--- src/rtl/bk16_adder.sv ---
// 16-bit unsigned adder on a hard-wired Brent-Kung prefix tree; sum and carry-out registered.
// Optional operand registers (adds one cycle of latency) when BK16_IN_REG_EN is defined.
module bk16_adder (
  input  logic        Clk,
  input  logic        Rst_n,
  input  logic [15:0] A,
  input  logic [15:0] B,
  output logic [15:0] Sum,
  output logic        Cout
);

  // Group (generate, propagate) pair flowing through the prefix tree.
  typedef struct packed {
    logic g;
    logic p;
  } gp_t;

  // Black cell: full prefix operator, keeps both G and P for later levels.
  function automatic gp_t black(input gp_t hi, input gp_t lo);
    gp_t res;
    res.g = hi.g | (hi.p & lo.g);
    res.p = hi.p & lo.p;
    return res;
  endfunction

  // Gray cell: right operand spans down to bit 0, so only the group generate is needed.
  function automatic logic gray(input gp_t hi, input logic lo_g);
    return hi.g | (hi.p & lo_g);
  endfunction

  logic [15:0] w_a;
  logic [15:0] w_b;

`ifdef BK16_IN_REG_EN
  logic [15:0] r_a;
  logic [15:0] r_b;

  // NOTE: sequential state uses non-blocking assignments so every register samples pre-edge values.
  always_ff @(posedge Clk or negedge Rst_n) begin
    if (!Rst_n) begin
      r_a <= '0;
      r_b <= '0;
    end else begin
      r_a <= A;
      r_b <= B;
    end
  end

  assign w_a = r_a;
  assign w_b = r_b;
`else
  assign w_a = A;
  assign w_b = B;
`endif

  // Bit-level generate/propagate.
  logic [15:0] w_g;
  logic [15:0] w_p;
  gp_t  [15:1] w_bit;

  assign w_g = w_a & w_b;
  assign w_p = w_a ^ w_b;

  for (genvar i = 1; i < 16; i++) begin : g_leaf
    assign w_bit[i] = '{g: w_g[i], p: w_p[i]};
  end

  // Carry into bit i+1, i.e. group generate G[i:0].
  logic w_c0,  w_c1,  w_c2,  w_c3,  w_c4,  w_c5,  w_c6,  w_c7;
  logic w_c8,  w_c9,  w_c10, w_c11, w_c12, w_c13, w_c14, w_c15;

  // Up-sweep level 1 (span 2).
  gp_t w_3_2, w_5_4, w_7_6, w_9_8, w_11_10, w_13_12, w_15_14;

  assign w_c0    = w_g[0];
  assign w_c1    = gray(w_bit[1], w_c0);
  assign w_3_2   = black(w_bit[3],  w_bit[2]);
  assign w_5_4   = black(w_bit[5],  w_bit[4]);
  assign w_7_6   = black(w_bit[7],  w_bit[6]);
  assign w_9_8   = black(w_bit[9],  w_bit[8]);
  assign w_11_10 = black(w_bit[11], w_bit[10]);
  assign w_13_12 = black(w_bit[13], w_bit[12]);
  assign w_15_14 = black(w_bit[15], w_bit[14]);

  // Up-sweep level 2 (span 4).
  gp_t w_7_4, w_11_8, w_15_12;

  assign w_c3    = gray(w_3_2, w_c1);
  assign w_7_4   = black(w_7_6,   w_5_4);
  assign w_11_8  = black(w_11_10, w_9_8);
  assign w_15_12 = black(w_15_14, w_13_12);

  // Up-sweep levels 3 and 4 (spans 8 and 16).
  gp_t w_15_8;

  assign w_c7   = gray(w_7_4, w_c3);
  assign w_15_8 = black(w_15_12, w_11_8);
  assign w_c15  = gray(w_15_8, w_c7);

  // Down-sweep: fill the odd carries the up-sweep left open.
  assign w_c11 = gray(w_11_8,  w_c7);
  assign w_c5  = gray(w_5_4,   w_c3);
  assign w_c9  = gray(w_9_8,   w_c7);
  assign w_c13 = gray(w_13_12, w_c11);

  // Down-sweep final level: each even bit folds onto the carry below it.
  assign w_c2  = gray(w_bit[2],  w_c1);
  assign w_c4  = gray(w_bit[4],  w_c3);
  assign w_c6  = gray(w_bit[6],  w_c5);
  assign w_c8  = gray(w_bit[8],  w_c7);
  assign w_c10 = gray(w_bit[10], w_c9);
  assign w_c12 = gray(w_bit[12], w_c11);
  assign w_c14 = gray(w_bit[14], w_c13);

  logic [14:0] w_carry;
  logic [15:0] w_sum;

  assign w_carry = {w_c14, w_c13, w_c12, w_c11, w_c10, w_c9, w_c8,
                    w_c7,  w_c6,  w_c5,  w_c4,  w_c3,  w_c2, w_c1, w_c0};
  assign w_sum   = w_p ^ {w_carry, 1'b0};

  logic [15:0] r_sum;
  logic        r_cout;

  always_ff @(posedge Clk or negedge Rst_n) begin
    if (!Rst_n) begin
      r_sum  <= '0;
      r_cout <= 1'b0;
    end else begin
      r_sum  <= w_sum;
      r_cout <= w_c15;
    end
  end

  assign Sum  = r_sum;
  assign Cout = r_cout;

endmodule

--- config.mk ---
export PLATFORM = sky130hd
export DESIGN_NAME = bk16_adder
export DESIGN_NICKNAME = d
export VERILOG_FILES = /design/src/rtl/bk16_adder.sv
export SDC_FILE = /design/constraint.sdc
export NUM_CORES = 1
export LEC_CHECK = 0
export BUFFER_PORTS_ARGS = -buffer_cell sky130_fd_sc_hd__buf_2
export CAP_MARGIN = 20
export CELL_PAD_IN_SITES_DETAIL_PLACEMENT = 0
export CELL_PAD_IN_SITES_GLOBAL_PLACEMENT = 1
export CORE_MARGIN = 2
export CORE_UTILIZATION = 37
export CTS_CLUSTER_SIZE = 8
export DETAILED_ROUTE_END_ITERATION = 12
export PLACE_DENSITY = 0.82
export SYNTH_ARGS = -nofsm -noshare
export SYNTH_HDL_FRONTEND = slang
export SYNTH_SLANG_ARGS = --single-unit
--- constraint.sdc ---
create_clock -name Clk -period 0.8 [get_ports Clk]
set_input_delay 0.04 -clock Clk [delete_from_list [all_inputs] [get_ports Clk]]
set_output_delay 0.04 -clock Clk [all_outputs]
set_load 0.03 [all_outputs]
==> summary.txt <==
Critical path
  – Crit path DAT: between 1500 and 2000 ps
  – Setup crit end kind: flop
  – Most used cell, CP: fa_2
  – CP Data Required Time: 1000 ps
  – CP startpoint kind: input port
  – Slowest stage delay, CP: 340 ps
  – Critical-path cell list: buf_6, ha_4, fa_2, a211oi_2, o211ai_2, a41oi_2, a21oi_2, fa_2, xor2_1
  – Critical path peak fanout: 3
  – Crit path kind: in -> reg
  – Crit-path leading delay family: adder cells
  – CP max stage cell: fa_2
  – Buf/Inv on CP: 1

CTS
  – Root Buffer: clkbuf_4
  – TritonCTS clock tree: yes
  – Reg clk slew, reported paths: 100 ps
  – H-tree levels: 1
  – CTS Buf Count: 3
  – CTS Sinks: 17
  – CTS max path bufs: 2

Synth
  – Top cells by count, synth: dfrtp_1, ha_1, inv_1, fa_1, a21oi_1
  – Sequential-to-total area share from yosys stat: between 30% and 40%
  – Ranking of synthesized cells by area: dfrtp_1, ha_1, fa_1, inv_1, xnor2_1
  – Post-Synthesis Cells: 90
  – Ys Warns: 0
  – Synth area leader: dfrtp_1
  – Synthesized flop and latch total: 17
  – Netlist cell types: 20
  – Number of synthesized flops with an enable pin: 0
  – Post-Syn Area: ~0.0011 mm2
  – Area fraction of the dominant cell type after synthesis: approximately two fifths
  – Synth Area per Inst: around 12 um2
  – Synth async-reset ratio: 100.0%
  – Count leader, synth: dfrtp_1
  – Synth Flop Type: dfrtp_1
  – Mapped Nets: 147

Global routing
  – Met1 usage: 16.69%
  – Remaining Overflow, GRT: 0
  – First-pass GRT wire length: 3926 um
  – Tot GR Track Use: roughly 15%
  – Antenna violations before repair: 0
  – M3 GR Usage: ~1.6%
  – Vias in the first global route: about 1000
  – Largest net degree at the start of global routing: 18
  – Grt met2 use: between 20% and 30%
  – Busiest layer in global routing: met2

Final layout
  – Fill cells: about 220
  – Reg area: between 400 and 500 um2
  – Area of the multi-input gates: around 660 um2
  – Share of cells above drive strength 1: a little under three fifths
  – ANT cells: 0
  – Fin nets: about 220
  – Area grow syn2layout: 61.92%

Floorplan
  – Die area: between 0.003 and 0.004 mm2
  – Vert. Die Dim: a little under 60 um
  – Width of the die: 58.05 um
  – Initial core utilization: around two fifths
  – Core footprint: around 0.0028 mm2
  – Number of I/O pins: about 50
  – Std-Cell Rows: 19

Timing
  – Final worst path period share: 196.9%
  – Worst slew pin tran: about 380 ps
  – RSZ-0062 raised after global routing: yes
  – Pins Over Slew Limit: 0
  – Final setup fails: 32
  – Fin crit period: 1575 ps
  – FMAX: approximately 0.63 GHz
  – Final worst setup slack: -775.2 ps
  – Hold Fails Final Rpt: 0
  – Worst relative slew slack: between 70% and 80%

Routing
  – Vias: slightly above 900
  – Initial DRC count: 11
  – ANT nets after route: 0
  – Drt drc: 0
  – Drt wl/cell: 11.79 um
  – WL final: around 2300 um
  – DRT Pass-1 Iters: 2
  – DR vias/cell: 4.690

Min path
  – Worst min path class: in -> reg

Placed design
  – HPWL after detailed placement: ~1900 um
  – # port buffers: 50
  – GP Congestion: around 0.74
  – Worst slack, placed: -1288 ps

Status
  – Failing checks: setup timing
  – Status: finished, violations left

Run
  – MaxCap Viol Count: 0

Pwr
  – Power Total: approximately 0.003 W
  – PwrDens: 1758 mW/mm2
  – Worst VDD drop: 0.001294 V
  – P_leak: around 0.9 nW
==> area by class of cell <==
class | instances | share of cell area, %
Tap cell | 31 | 2.216
Timing Repair Buffer | 72 | 30.81
Multi-Input combinational cell | 58 | 37.96
Clock buffer | 4 | 1.501
Sequential cell | 17 | 24.30
Inverter | 15 | 3.217
==> placed cells by master (no fill, tap or decap), drive strengths merged, types with 4 or more instances in the layout <==
cell	netlist	layout
clkbuf	0	4
fa	8	8
a21oi	6	6
buf	0	70
inv	15	15
ha	15	15
dfrtp	17	17
xnor2	4	4
==> metal layers <==
| layer | routed length [um] | vias up |
|---|---|---|
| met5 | 0 | - |
| met3 | 144 | 5 |
| met4 | 41 | 0 |
| li1 | - | 455 |
| met2 | 1287 | 32 |
| met1 | 851 | 432 |
==> kinds of logic (layout without fill, tap and decap cells) <==
family / count (synthesis) / in the layout / share of synthesized area, %
buffers and inverters: 15 / 91 / 5.208
flip-flops: 17 / 17 / 39.35
XOR/XNOR: 7 / 7 / 5.671
AO/OA/AOI/OAI: 22 / 22 / 15.39
AND/OR/NAND/NOR: 6 / 6 / 2.199
adder cells (fa/ha/maj): 23 / 23 / 32.18
==> power breakdown <==
group          switching (W)  internal [W]  total, W
Combinational       0.000764      0.000729   0.00149
Sequential         0.0000807       0.00103   0.00111
Clock               0.000281      0.000194  0.000476
Total                0.00113       0.00195   0.00308
==> what timing repair did <==
action,CTS,global route
endpoints found under the hold margin,18,0
pin swaps,13,5
setup buffers,4,1
setup endpoints to repair,32,32
gates resized for setup,41,4
hold buffers,2,0
==> through the flow <==
step / cell area, um2 / hold slack (ps) / instances / util (%) / TNS (ps)
global route: 1750 / 65.40 / 197 / 63.48 / -11120
detailed placement: 1523 / -9.906 / 187 / 55.22 / -14510
global placement: 1523 / -19.63 / 187 / 55.22 / -14040
finish: 1750 / 56.65 / 197 / 63.48 / -9796
floorplan: 1114 / -255.6 / 90 / - / -10870
CTS: 1738 / 50.87 / 197 / 63.02 / -9992
==> worst paths after layout <==
kind	startpoint	to	cells past startpoint
setup / recovery	A[0]	Sum[15]	9
max in group asynchronous	Rst_n	Sum[9]	2
hold / removal	B[15]	Sum[15]	3
min in group asynchronous	Rst_n	Sum[1]	2
==> registers in the layout, indices dropped and copies added (netlist names) <==
register	cells
Cout	1
Sum	16
(Power assumes the default switching activity.)
